<file path="src/rtl/div_pkg.sv">
// div_pkg: shared state encodings and sizing for the sequential divider.
package div_pkg;
   typedef enum logic [1:0] {IDLE = 2'd0, RUN = 2'd1, DONE = 2'd2} state_t;
   localparam int WIDTH_DEF = 32;
   localparam int CNT_W = 6;
endpackage

</file>
<file path="src/rtl/div_fa.sv">
// div_fa: single-bit full-adder cell used by the ripple subtractors.
module div_fa (
   input  logic i_a,
   input  logic i_b,
   input  logic i_c,
   output logic o_s,
   output logic o_c
);
   assign o_s = i_a ^ i_b ^ i_c;
   assign o_c = (i_a & i_b) | (i_c & (i_a ^ i_b));
endmodule

</file>
<file path="src/rtl/div_step.sv">
// div_step: combinational ripple subtractor o_d = i_a - i_b (a + ~b + 1).
module div_step #(
   parameter int N = 33
) (
   input  logic [N-1:0] i_a,
   input  logic [N-1:0] i_b,
   output logic [N-1:0] o_d
);
   logic [N-1:0] w_c;
   assign w_c[0] = 1'b1;
   for (genvar i = 0; i < N - 1; i++) begin : g_fa
      div_fa u_fa (.i_a(i_a[i]), .i_b(~i_b[i]), .i_c(w_c[i]), .o_s(o_d[i]), .o_c(w_c[i+1]));
   end
   // the top bit's carry-out is never needed, so only its sum is formed
   assign o_d[N-1] = i_a[N-1] ^ ~i_b[N-1] ^ w_c[N-1];
endmodule

</file>
<file path="src/rtl/seq_divider.sv">
// seq_divider: signed restoring divider, one quotient bit per clock, WIDTH-cycle run.
module seq_divider
   import div_pkg::*;
#(
   parameter int WIDTH = WIDTH_DEF
) (
   input  logic             clock,
   input  logic             reset,
   input  logic             ctrl_DIV,
   input  logic [WIDTH-1:0] data_operandA,
   input  logic [WIDTH-1:0] data_operandB,
   output logic [WIDTH-1:0] data_result,
   output logic [WIDTH-1:0] data_remainder,
   output logic             data_exception,
   output logic             data_resultRDY
);
   localparam logic [CNT_W-1:0] LAST = CNT_W'(WIDTH - 1);
   state_t r_state, w_next;
   logic [CNT_W-1:0] r_cnt;
   logic [WIDTH-1:0] r_rem, r_quo, r_dvs;
   logic r_qs, r_rs;
   logic [WIDTH-1:0] w_neg_a, w_neg_b, w_abs_a, w_abs_b;
   logic [WIDTH-1:0] w_q_next, w_r_next, w_neg_q, w_neg_r;
   logic [WIDTH:0] w_shift, w_diff;
   logic w_last;

   div_step #(.N(WIDTH)) u_neg_a (.i_a('0), .i_b(data_operandA), .o_d(w_neg_a));
   div_step #(.N(WIDTH)) u_neg_b (.i_a('0), .i_b(data_operandB), .o_d(w_neg_b));
   assign w_abs_a = data_operandA[WIDTH-1] ? w_neg_a : data_operandA;
   assign w_abs_b = data_operandB[WIDTH-1] ? w_neg_b : data_operandB;

   // remainder stays below |B| <= 2^(WIDTH-1), so the trial difference fits signed WIDTH+1
   assign w_shift = {r_rem, r_quo[WIDTH-1]};
   div_step #(.N(WIDTH + 1)) u_trial (.i_a(w_shift), .i_b({1'b0, r_dvs}), .o_d(w_diff));
   assign w_q_next = {r_quo[WIDTH-2:0], ~w_diff[WIDTH]};
   assign w_r_next = w_diff[WIDTH] ? w_shift[WIDTH-1:0] : w_diff[WIDTH-1:0];

   div_step #(.N(WIDTH)) u_neg_q (.i_a('0), .i_b(w_q_next), .o_d(w_neg_q));
   div_step #(.N(WIDTH)) u_neg_r (.i_a('0), .i_b(w_r_next), .o_d(w_neg_r));

   assign w_last = (r_state == RUN) && (r_cnt == LAST);

   always_comb begin
      w_next = r_state;
      if (ctrl_DIV) w_next = (data_operandB == '0) ? DONE : RUN;
      else if (r_state == DONE) w_next = IDLE;
      else if (w_last) w_next = DONE;
   end

   always_ff @(posedge clock) begin
      if (reset) begin
         r_state        <= IDLE;
         r_cnt          <= '0;
         data_result    <= '0;
         data_remainder <= '0;
         data_exception <= 1'b0;
         data_resultRDY <= 1'b0;
      end else begin
         r_state        <= w_next;
         data_resultRDY <= (w_next == DONE);
         if (ctrl_DIV) begin
            r_quo          <= w_abs_a;
            r_dvs          <= w_abs_b;
            r_qs           <= data_operandA[WIDTH-1] ^ data_operandB[WIDTH-1];
            r_rs           <= data_operandA[WIDTH-1];
            r_rem          <= '0;
            r_cnt          <= '0;
            data_result    <= '0;
            data_remainder <= '0;
            data_exception <= (data_operandB == '0);
         end else if (r_state == RUN) begin
            r_quo <= w_q_next;
            r_rem <= w_r_next;
            r_cnt <= r_cnt + 1'b1;
            if (w_last) begin
               data_result    <= r_qs ? w_neg_q : w_q_next;
               data_remainder <= r_rs ? w_neg_r : w_r_next;
            end
         end
      end
   end
endmodule
</file>
<file path="config.mk">
export PLATFORM = sky130hd
export DESIGN_NAME = seq_divider
export DESIGN_NICKNAME = d
export VERILOG_FILES = /design/src/rtl/div_pkg.sv /design/src/rtl/div_fa.sv /design/src/rtl/div_step.sv /design/src/rtl/seq_divider.sv
export SDC_FILE = /design/constraint.sdc
export NUM_CORES = 1
export LEC_CHECK = 0
export CAP_MARGIN = 0
export CORE_ASPECT_RATIO = 0.75
export CORE_MARGIN = 2
export CORE_UTILIZATION = 55
export CTS_BUF_LIST = sky130_fd_sc_hd__clkbuf_8
export DETAILED_ROUTE_END_ITERATION = 10
export GPL_TIMING_DRIVEN = 0
export PLACE_DENSITY = 0.88
export SLEW_MARGIN = 20
export SYNTH_ARGS = -nofsm -noshare
export SYNTH_HDL_FRONTEND = slang
export SYNTH_SLANG_ARGS = --single-unit
</file>
<file path="constraint.sdc">
create_clock -name clock -period 22.3 [get_ports clock]
set_clock_uncertainty 0.15 [all_clocks]
set_input_delay 5.575 -clock clock [delete_from_list [all_inputs] [get_ports clock]]
set_output_delay 5.575 -clock clock [all_outputs]
set_load 0.02 [all_outputs]
</file>
== Word-level counts from Yosys, hierarchy flattened ==
Index checks and enable logic that the tools add are counted.

* Add/sub/neg operators: 1
* Eq/ne operators: 4
* Mux-type cells: 12
* Bitwise operators: 567
* Reduce and logical (&&, ||, !) cells: 7

{| class="wikitable"
|+ Operators with widths
! operator !! number
|-
| 32-bit 2-to-1 mux || 7
|-
| 1-bit bitwise XOR || 189
|-
| 1-bit AND || 183
|-
| 1-bit NOT || 163
|-
| 32-bit zero test || 1
|-
| 1-bit bitwise OR || 32
|-
| 31-bit 2-to-1 mux || 1
|-
| 2-bit 2-to-1 mux || 4
|-
| 6-bit by 1-bit adder with 6-bit output (second input constant) || 1
|-
| 6-bit by 5-bit == test with 1-bit output (second input constant) || 1
|-
| 2-bit AND reduction || 3
|-
| 2-bit == test (second input constant) || 2
|-
| 2-bit by 1-bit == test with 1-bit output (second input constant) || 1
|-
| 2-bit nonzero test || 1
|-
| 2-bit OR reduction || 1
|-
| 1-bit logical AND || 1
|}

* Register bits: 172
* Bits of input ports: 67
* Output and inout port bits: 66
* Word-level logic and storage cells: 603

== Longest topological paths before layout ==
Gate-level depths: netlist of run 1.

* Depth in word-level cells: 100
* Mapped depth: 72
* Mapped depth without buffers: 71

== Modules after synthesis ==
A second synthesis of run 1 with hierarchy kept.

* Cells, all modules: 1,083
* Area, all modules: 11,795.1 µm²

{| class="wikitable"
|+ By module, submodules not included
! module !! instances !! cells an instance !! area each (µm²) !! sequential area each (µm²)
|-
| seq_divider || 1 || 761 || 7,955.1 || 4,424.2
|-
| div_fa || 156 || 1 || 20.0 || 0.0
|-
| div_step at u_neg_a ... || 4 || 33 || 142.6 || 0.0
|-
| div_step at u_trial || 1 || 34 || 146.4 || 0.0
|}

== Least setup slack after synthesis of run 1 ==
Ideal clock, no wire load.

* Path kind: register to register
* Start point: register r_quo[31]
* End point: register data_remainder[31]
* Library setup time: 0.086 ns
* Arrival: 18.792 ns
* Required time: 22.064 ns
* Path slack: 3.273 ns
* Stages on the path, launching flop included: 73
* Buffers on the path: 1
* Period minus slack after synthesis: 19.027 ns
* Path through: edfxtp_1 -> inv_1 -> ha_1 -> inv_1 -> fa_1 -> fa_1 -> fa_1 -> fa_1 -> fa_1 -> fa_1 -> fa_1 -> fa_1 -> fa_1 -> fa_1 -> fa_1 -> fa_1 -> fa_1 -> fa_1 -> [... 37 more ...] -> ha_1 -> ha_1 -> ha_1 -> ha_1 -> ha_1 -> ha_1 -> ha_1 -> ha_1 -> ha_1 -> ha_1 -> ha_1 -> ha_1 -> ha_1 -> ha_1 -> ha_1 -> nor2b_1 -> xnor2_1 -> a211oi_1

* Cells in the longest elaborated chain, start to end: 99
* Elaborated cells on any way between the ends: 163
* Those cells by class: 2 x mux; 161 x bitwise

{| class="wikitable"
|+ RTL lines
! what !! RTL line !! source
|-
| start, declared || seq_divider.sv:20 || <nowiki>logic [WIDTH-1:0] r_rem, r_quo, r_dvs;</nowiki>
|-
| start signal, assigned || seq_divider.sv:62 || <nowiki>r_quo <= w_abs_a;</nowiki>
|-
| start signal, assigned || seq_divider.sv:72 || <nowiki>r_quo <= w_q_next;</nowiki>
|-
| 1-bit AND / 1-bit bitwise XOR (equally long branches) || div_fa.sv:10, div_fa.sv:9 ||
|-
| 1-bit bitwise OR || div_fa.sv:10 || <nowiki>assign o_c = (i_a & i_b) | (i_c & (i_a ^ i_b));</nowiki>
|-
| 1-bit AND || div_fa.sv:10 ||
|-
| 1-bit bitwise OR || div_fa.sv:10 ||
|-
| 1-bit AND || div_fa.sv:10 ||
|-
| 1-bit bitwise OR || div_fa.sv:10 ||
|-
| 1-bit AND || div_fa.sv:10 ||
|-
| 1-bit bitwise OR || div_fa.sv:10 ||
|-
| [... 54 more ...] || -- ||
|-
| 1-bit AND || div_fa.sv:10 ||
|-
| 1-bit bitwise OR || div_fa.sv:10 ||
|-
| 1-bit bitwise XOR || div_step.sv:15 || <nowiki>assign o_d[N-1] = i_a[N-1] ^ ~i_b[N-1] ^ w_c[N-1];</nowiki>
|-
| 32-bit 2-to-1 mux (*) || seq_divider.sv:36 || <nowiki>assign w_r_next = w_diff[WIDTH] ? w_shift[WIDTH-1:0] : w_diff[WIDTH-1:0];</nowiki>
|-
| 1-bit NOT || div_step.sv:12 || <nowiki>div_fa u_fa (.i_a(i_a[i]), .i_b(~i_b[i]), .i_c(w_c[i]), .o_s(o_d[i]), .o_c(w_c[i+1]));</nowiki>
|-
| 1-bit AND (30 in a row) || div_fa.sv:10 ||
|-
| 1-bit bitwise XOR || div_step.sv:15 ||
|-
| 32-bit 2-to-1 mux (*) || seq_divider.sv:77 || <nowiki>data_remainder <= r_rs ? w_neg_r : w_r_next;</nowiki>
|-
| end signal, assigned || seq_divider.sv:77 ||
|-
| end, declared || seq_divider.sv:13 || <nowiki>output logic [WIDTH-1:0] data_remainder,</nowiki>
|}

Every way passes the cells marked *; elsewhere a longest branch is shown, timed or not.
A chain may end at the register's enable or synchronous reset.

== Worst setup path in the final report of run 1 ==
Ends and elaborated chain as after synthesis.

==> flow_summary.toml, run 1 <==
[global_route]
overflow = 0
grt_max_degree = 20
grt_use_total_pct = 25.23
antenna_found_initial = 0
grt_pass1_wl_microns = 40540
grt_pass1_vias = 8039

[logic_synthesis]
synth_top_family_by_area = "adder cells"
async_flop_share_pct = 0
synthesis.area_sq_mm = 0.01068
synth_most_common_cell = "inv_1"
synth_commonest_cells = "inv_1 (127), ha_1 (122), nor2_1 (103)"
synth_simple_gate_area_share_pct = 11.73
yosys-top-cells-area = "edfxtp_1 (28%), ha_1 (14%), dfxtp_1 (14%)"
ys_warn_count = 0
synth-compound-area-share_pct = 10.19
synth-edff-count = 98
synth_cell_types = 37
netlist_instances = 1008
synth-adder-area-share_pct = 20.10
synth.area.mux_share_pct = 8.621
yosysTopAreaCell = "edfxtp_1"
synth_top_area_share_pct = 27.55
synth-xor-area-share_pct = 0.8082
ys_seq_area_share_pct = 41.42
synth_nets = 1228
syn_avg_cell_area_sq_um = 10.60
synth_flop_cell = "edfxtp_1"
synth_seq_cells = 172

[worst_setup_path]
critical_path.slowest_cell = "edfxtp_1"
cp-end-kind = "flop"
cp_max_fo = 10
crit_arrival_ps = 20700
startpoint_type = "flop"
critPathKind = "flop to flop"
worst_ep_required_time_ps = 22540
cp_slowest_stage_delay_ps = 440

[final_layout]
fillers = 1402
drive_above_1_share_pct = 7.489
areaGrowthSynthToFinish_pct = 19.63
fin_cells = 1428
fin_util_pct = 66.51
nets = 1382
n_antenna_cell = 0

[power]
swShare_pct = 30.42
p_per_area_mw_per_mm2 = 58.24
clockPowerShare_pct = 27.3
peakVddDrop_mv = 0.03956
p_seq_share_pct = 49.2
p_switching_w = 0.0002264
leakagePower_nw = 5.742
p_int_w = 0.0005179
comb_power_share_pct = 23.6

[flow_run]
cap_violations = 0

[die]
initial_core_util_pct = 55.59
num_rows = 44
core_area_sq_mm = 0.01921
die_height_microns = 124.7
dieArea_sq_mm = 0.02056
ios = 133
die-width_microns = 164.9

[timing]
finalSetupTns_ps = 0
rsz0062_at_grt = "no"
worst_pin_slew_ps = 808.1
hold_viol = 0
period_needed_ps = 20460
relSlewSlack_pct = 45.63
setup_viol = 0
fmax_mhz = 48.88
timing.final.crit_share_pct = 91.73
slew_violations = 0

[clock_tree]
hold_buffers = 0
htreeDepth = 4
clkTransAtPathRegs_ps = 100
cts_inserted_buffers = 17
postCtsSetupBuffers = 0
cts-root-buf = "clkbuf_8"
cts_tree = "done"
cts.repair.resized = 0
cts_num_sinks = 172
clkLatencyLatePin_ps = 470
clockBufferDepth = 2

[detailed_routing]
drt-initial-drc-count = 563
num_vias = 7930
drc = 0
dr.pass1.iters = 5
drt.antenna.violating_nets = 0
viasPerCell = 5.553
drt_wl_total_microns = 24880
routedWlPerCell_microns = 17.42

[place]
gp_congestion = 0.8488
io_buffers = 131
placed_cells = 1396
dp_hpwl_microns = 19130

[worst_hold_path]
worstHoldPathType = "flop to flop"

[run_status]
outcome = "completed"
==> state kept, by name (all words and copies together) (netlist names) <==
name	cells
data_exception	1
r_dvs	32
r_cnt	6
data_result	32
data_resultRDY	1
r_state	2
r_quo	32
data_remainder	32
r_rem	32
r_qs	1
r_rs	1
==> placed cells by master (no fill, tap or decap), types with 2 or more instances in the layout <==
cell,count
clkdlybuf4s50_1,131
inv_1,130
ha_1,122
nor2_1,102
edfxtp_1,98
mux2i_1,92
dfxtp_1,74
nor2b_1,64
clkbuf_1,40
nand2_1,38
o21ai_0,34
a21oi_1,34
a211oi_1,32
nand3_1,31
fa_1,31
o41ai_2,30
clkbuf_8,17
buf_2,16
nor4_1,6
xor2_1,5
nand4_1,5
buf_16,4
buf_4,3
xnor2_1,3
clkinv_2,3
clkinv_1,3
clkinv_4,3
buf_6,2
or2_2,2
nor4b_1,2
==> power by group through the flow <==
| stage | registers (W) | clock network, W | logic [W] |
|---|---|---|---|
| finish | 0.000366 | 0.000203 | 0.000175 |
| global route | 0.000368 | 0.000218 | 0.000197 |
| CTS | 0.000366 | 0.000204 | 0.000176 |
| detailed placement | 0.000373 | 0 | 0.000174 |
| global placement | 0.000373 | 0 | 0.000160 |
| floorplan | 0.000371 | 0 | 0.000121 |
==> kinds of logic (layout without fill, tap and decap cells) <==
group / count (synthesis) / count (layout)
and+or+nand+nor: 259 / 259
buffers and inverters: 190 / 357
DFF: 172 / 172
adders and majority gates: 153 / 153
AOI/OAI and AO/OA: 133 / 133
muxes: 92 / 92
xor gates and xnor gates: 9 / 9
==> per-layer routing <==
layer / part of all wire [%] / up-vias / global-route usage (%)
met1: 45 / 3870 / 34.73
li1: - / 3790 / -
met5: 0 / - / 0
met2: 47 / 246 / 40.46
met3: 6.4 / 24 / 5.628
met4: 1.3 / 0 / 6.394
==> critical path: cells and delay by family (launching register included) <==
| kind | cells | cell delay [ps] |
|---|---|---|
| adders and majority gates | 62 | 18450 |
| buffers and inverters | 5 | 520 |
| DFF | 1 | 440 |
| xor gates and xnor gates | 2 | 270 |
| AOI/OAI and AO/OA | 1 | 240 |
| muxes | 1 | 180 |
| and+or+nand+nor | 1 | 140 |
==> worst paths after layout <==
check / from / end / slack, ps / cells after the start
hold reg to reg: data_result[0] / data_result[0] / 320 / 2
hold / removal: data_result[0] / data_result[0] / 320 / 2
setup reg to reg: r_quo[31] / data_remainder[31] / 1840 / 72
setup / recovery: r_quo[31] / data_remainder[31] / 1840 / 72
==> area by class of cell <==
type                            instances  area [sq um]  area share [%]
Sequential cell                       172          4424           34.62
Buffer                                 62         279.0           2.183
Timing Repair Buffer                  135          1421           11.12
Inverter                              128         483.0           3.779
Clock buffer                           17         234.0           1.831
Tap cell                              253         316.6           2.477
Multi-Input combinational cell        646          5510           43.12
Clock inverter                         15         110.1          0.8617
==> per-stage QoR <==
stage	setup slack (ps)	cell area (sq um)	hold slack (ps)	total power, W
2_1_floorplan	3273	10680	294.1	0.0004921
3_3_place_gp	2196	12310	295.7	0.0005335
3_5_place_dp	1999	12430	309.5	0.0005471
4_1_cts	1871	12780	323.3	0.0007462
5_1_grt	1082	12780	363.6	0.0007837
6_report	1843	12780	318.8	0.0007442
Power figures use the tool's default switching activity.
==> run 2: changes to the inputs <==
--- a/config.mk
+++ b/config.mk
@@ -13,6 +13,7 @@
 export DETAILED_ROUTE_END_ITERATION = 10
 export GPL_TIMING_DRIVEN = 0
 export PLACE_DENSITY = 0.88
+export RECOVER_POWER = 50
 export SLEW_MARGIN = 20
 export SYNTH_ARGS = -nofsm -noshare
 export SYNTH_HDL_FRONTEND = slang
==> run 2 against run 1 <==
The flow now finishes with violations (capacitance limit, slew limit). Critical endpoint unchanged. Core utilization is 0.46 points lower. Critical path depth stayed put. Largest cell class unchanged. Critical path type unchanged. Global-route usage did not move.
==> flow_summary.toml, run 2 (synthesized netlist as in run 1, its figures left out) <==
[clock_tree]
postCtsSetupBuffers = 0
cts_tree = "done"
cts.repair.resized = 0
htreeDepth = 4
hold_buffers = 0
clkTransAtPathRegs_ps = 100
cts_inserted_buffers = 17
clkLatencyLatePin_ps = 470
cts_num_sinks = 172
cts-root-buf = "clkbuf_8"
clockBufferDepth = 2

[timing]
worst_pin_slew_ps = 1579
fmax_mhz = 48.84
setup_viol = 0
slew_violations = 19
finalSetupTns_ps = 0
relSlewSlack_pct = -5.465
timing.final.crit_share_pct = 91.81
period_needed_ps = 20470
rsz0062_at_grt = "no"
hold_viol = 0

[run_status]
outcome = "complete, but fails checks"
violations = "capacitance limit, slew limit"

[global_route]
overflow = 0
grt_max_degree = 20
antenna_found_initial = 0
met3_usage_pct = 5.628
grt_pass1_wl_microns = 40540
use_met2_pct = 40.46
grt-busiest-layer = "met2"
grt_pass1_vias = 8039
use_met1_pct = 34.73
grt_use_total_pct = 25.23

[final_layout]
mostFrequentLayoutCell = "inv_1"
areaGrowthSynthToFinish_pct = 18.81
mostFrequentLayoutCells = "inv_1 (130), ha_1 (122), nor2_1 (103), edfxtp_1 (98), mux2i_1 (92)"
drive_above_1_share_pct = 6.979
fillers = 1418
n_antenna_cell = 0
stdcell_area_sq_mm = 0.01269
fin_cells = 1428
fin_util_pct = 66.05
nets = 1382

[worst_setup_path]
critical_path.slowest_cell = "edfxtp_1"
critPathKind = "flop to flop"
rrSetupSlack_ps = 1830
crit_arrival_ps = 20710
r2r_end = "data_remainder[31]"
startpoint_type = "flop"
cp-end-kind = "flop"
worst_ep_required_time_ps = 22540
cp_slowest_stage_delay_ps = 440
cp_max_fo = 10
worstRegToRegCells = 72
r2r_start = "r_quo[31]"

[die]
ios = 133
dieArea_sq_mm = 0.02056
num_rows = 44
die-width_microns = 164.9
initial_core_util_pct = 55.59
core_area_sq_mm = 0.01921
die_height_microns = 124.7

[detailed_routing]
num_vias = 7932
drc = 0
routedWlPerCell_microns = 17.42
drt.antenna.violating_nets = 0
drt-initial-drc-count = 584
drt_wl_total_microns = 24880
viasPerCell = 5.555
dr.pass1.iters = 6

[place]
placed_area_sq_mm = 0.01243
io_buffers = 131
gp_congestion = 0.8488
dp_hpwl_microns = 19130
placed_cells = 1396

[power]
p_switching_w = 0.0002262
p_int_w = 0.0005161
p_seq_share_pct = 49.3
clockPowerShare_pct = 27.4
comb_power_share_pct = 23.3
leakagePower_nw = 5.938
peakVddDrop_mv = 0.03953
swShare_pct = 30.47
p_per_area_mw_per_mm2 = 58.49

[worst_hold_path]
holdPathEnd = "data_result[0]"
worstHoldPathType = "flop to flop"
hold_depth = 2
hp-start = "data_result[0]"

[flow_run]
cap_violations = 1
==> run 2: cell count changes in the layout (fill, tap and decap cells not counted), moves of 3 or more <==
cell / previous run / this run
clkdlybuf4s50_1: 131 / 60
dlygate4sd3_1: 0 / 71
clkbuf_1: 40 / 44
buf_16: 4 / 1
==> run 2: layer usage <==
layer / vias to the layer above / routed length, microns
li1: 3790 / -
met1: 3877 / 11240
met2: 241 / 11700
met3: 24 / 1608
met4: 0 / 339
met5: - / 0
==> run 2: layout make-up <==
type                    instances  area (sq um)  share of cell area, %
well taps                     253         316.6                  2.494
plain buffers                  62         277.8                  2.189
clock buffers                  17         234.0                  1.844
inverters                     128         483.0                  3.806
repair buffers                135          1350                  10.64
multi-input cells             646          5495                  43.30
flip-flops and latches        172          4424                  34.86
clock inverters                15         110.1                 0.8676
==> run 2: worst max-delay path: cells and delay by family, from the launching register on <==
family          cells  cell delay, ps
fa+ha+maj          62           18480
buf+inv             5             520
flops               1             440
xor+xnor            2             270
compound gates      1             240
mux                 1             180
simple gates        1             140
==> run 2: worst max-delay path by stage <==
| stage | start | endpoint | slack (ps) | depth (start not counted) |
|---|---|---|---|---|
| after floorplan | r_quo[31] | data_remainder[31] | 3270 | 72 |
| after global placement | r_quo[31] | data_remainder[31] | 2200 | 72 |
| final | r_quo[31] | data_remainder[31] | 1830 | 72 |
| after CTS | r_quo[31] | data_remainder[31] | 1870 | 72 |
| after global routing | r_quo[31] | data_remainder[31] | 1080 | 72 |
| after detailed placement | r_quo[31] | data_remainder[31] | 2000 | 72 |
==> run 2: stage by stage <==
stage	setup slack, ps	hold WS (ps)	total power (W)
2_1_floorplan	3273	294.1	0.0004921
3_3_place_gp	2196	295.7	0.0005335
3_5_place_dp	1999	309.5	0.0005471
4_1_cts	1871	323.3	0.0007462
5_1_grt	1082	358.9	0.0007815
6_report	1826	316.1	0.0007423
==> run 2: power groups by stage <==
stage	Clock, W	Sequential [W]	Combinational (W)
floorplan	0	0.000371	0.000121
global placement	0	0.000373	0.000160
detailed placement	0	0.000373	0.000174
CTS	0.000204	0.000366	0.000176
global route	0.000218	0.000368	0.000195
finish	0.000203	0.000366	0.000173
==> run 3: changes to the inputs <==
--- a/config.mk
+++ b/config.mk
@@ -9,7 +9,7 @@
 export CORE_ASPECT_RATIO = 0.75
 export CORE_MARGIN = 2
 export CORE_UTILIZATION = 55
-export CTS_BUF_LIST = sky130_fd_sc_hd__clkbuf_8
+export CTS_BUF_LIST = sky130_fd_sc_hd__clkbuf_8 sky130_fd_sc_hd__clkbuf_16
 export DETAILED_ROUTE_END_ITERATION = 10
 export GPL_TIMING_DRIVEN = 0
 export PLACE_DENSITY = 0.88
==> run 3 against run 2 <==
The flow still finishes with violations (capacitance limit, slew limit). Flip-flop and latch count stayed put. Via count is 0.76% higher. Critical endpoint unchanged. Final cell count stayed put. Combinational power hardly changed. First-iteration DRC count is 1.7% higher. Count of clock-buffer cells in the layout stayed put. Register-to-register slack worse by 50 ps. Cell area is 1.5% higher. Hold slack worse by 4.2 ps. Critical path type unchanged.
==> flow_summary.toml, run 3 (synthesized netlist as in run 1, its figures left out) <==
[run_status]
outcome = "complete, but fails checks"
violations = "capacitance limit, slew limit"

[power]
clockPowerShare_pct = 34.0
p_int_w = 0.0005818
p_per_area_mw_per_mm2 = 63.57
swShare_pct = 28.96
p_switching_w = 0.0002372
p_seq_share_pct = 44.8
peakVddDrop_mv = 0.04519
leakagePower_nw = 6.026
comb_power_share_pct = 21.2
power_w = 0.0008190

[timing]
hold_viol = 0
rsz0062_at_grt = "no"
period_needed_ps = 20520
fmax_mhz = 48.72
finalSetupTns_ps = 0
fin_ws_ps = 1775
worst_pin_slew_ps = 1559
slew_violations = 19
relSlewSlack_pct = -4.136
timing.final.crit_share_pct = 92.04
setup_viol = 0
hold_slack_ps = 311.9

[worst_setup_path]
cp_max_fo = 10
critical_path.slowest_cell = "edfxtp_1"
cp-end-kind = "flop"
worst_ep_required_time_ps = 22510
crit_arrival_ps = 20740
cp_slowest_stage_delay_ps = 430
startpoint_type = "flop"
critPathKind = "flop to flop"

[clock_tree]
cts_inserted_buffers = 17
htreeDepth = 4
cts_tree = "done"
cts.repair.resized = 0
clkTransAtPathRegs_ps = 70
clkLatencyLatePin_ps = 440
cts_num_sinks = 172
clockBufferDepth = 2
hold_buffers = 0
cts-root-buf = "clkbuf_16"
postCtsSetupBuffers = 0

[detailed_routing]
drt_wl_total_microns = 25540
routedWlPerCell_microns = 17.89
drt-initial-drc-count = 594
drc = 0
num_vias = 7992
dr.pass1.iters = 6
drt.antenna.violating_nets = 0
viasPerCell = 5.597

[final_layout]
n_antenna_cell = 0
nets = 1382
fillers = 1367
mostFrequentLayoutCells = "inv_1 (130), ha_1 (122), nor2_1 (103), edfxtp_1 (98), mux2i_1 (92)"
multi_input_area_sq_mm = 0.005495
drive_above_1_share_pct = 6.979
ff_latch_area_sq_mm = 0.004424
mostFrequentLayoutCell = "inv_1"
areaGrowthSynthToFinish_pct = 20.60

[die]
initial_core_util_pct = 55.59
die-width_microns = 164.9
num_rows = 44
dieArea_sq_mm = 0.02056
die_height_microns = 124.7
core_area_sq_mm = 0.01921
ios = 133

[place]
pre_cts_ws_ps = 1999
io_buffers = 131
dp_hpwl_microns = 19130
gp_congestion = 0.8488

[flow_run]
cap_violations = 1

[worst_hold_path]
worstHoldPathType = "flop to flop"

[global_route]
grt_use_total_pct = 26.13
antenna_found_initial = 1
grt_pass1_vias = 8161
overflow = 0
grt_max_degree = 20
grt_pass1_wl_microns = 41650
run 3: changes by cell type in the layout (fill, tap and decap cells not counted), sizes merged:
cell           before  now
clkdlybuf4s50      60   59
dlygate4sd3        71   72
run 3: power groups by stage:
stage	clock network [W]	registers, W	logic (W)
detailed placement	0	0.000373	0.000174
floorplan	0	0.000371	0.000121
global route	0.000293	0.000368	0.000196
CTS	0.000279	0.000366	0.000177
global placement	0	0.000373	0.000160
finish	0.000279	0.000366	0.000174
run 3: per-layer routing:
layer	up-vias	global-route usage [%]	part of all wire (%)
met4	2	7.673	2.0
met5	-	0	0.051
met1	3876	35.03	43
met3	47	6.660	7.6
li1	3789	-	-
met2	278	41.87	47
run 3: path summary, 6_finish.rpt:
check | start | endpoint | slack (ps) | cells past startpoint
setup / recovery | r_quo[31] | data_remainder[31] | 1780 | 72
hold / removal | data_result[0] | data_result[0] | 310 | 2
setup reg to reg | r_quo[31] | data_remainder[31] | 1780 | 72
hold reg to reg | data_result[0] | data_result[0] | 310 | 2
run 3: final cells by class:
| cell class | instances | area share [%] |
|---|---|---|
| repair buffers | 135 | 10.48 |
| clock buffers | 17 | 3.302 |
| clock inverters | 15 | 0.8547 |
| inverters | 128 | 3.749 |
| multi-input cells | 646 | 42.66 |
| well taps | 253 | 2.457 |
| plain buffers | 62 | 2.156 |
| flip-flops and latches | 172 | 34.34 |
run 3: worst max-delay path: cells and delay by family (launching register included):
kind                     cells  cell delay, ps
adder cells (fa/ha/maj)     62           18500
buffers and inverters        5             530
flip-flops                   1             430
XOR/XNOR                     2             270
AO/OA/AOI/OAI                1             240
multiplexers                 1             180
AND/OR/NAND/NOR              1             140
run 3: per-stage QoR:
step,area [sq um],util (%),cells
final,12880,67.05,1428
after global routing,12880,67.05,1428
after CTS,12970,67.50,1428
after detailed placement,12430,64.72,1396
after global placement,12310,64.07,1392
after floorplan,10680,-,1008
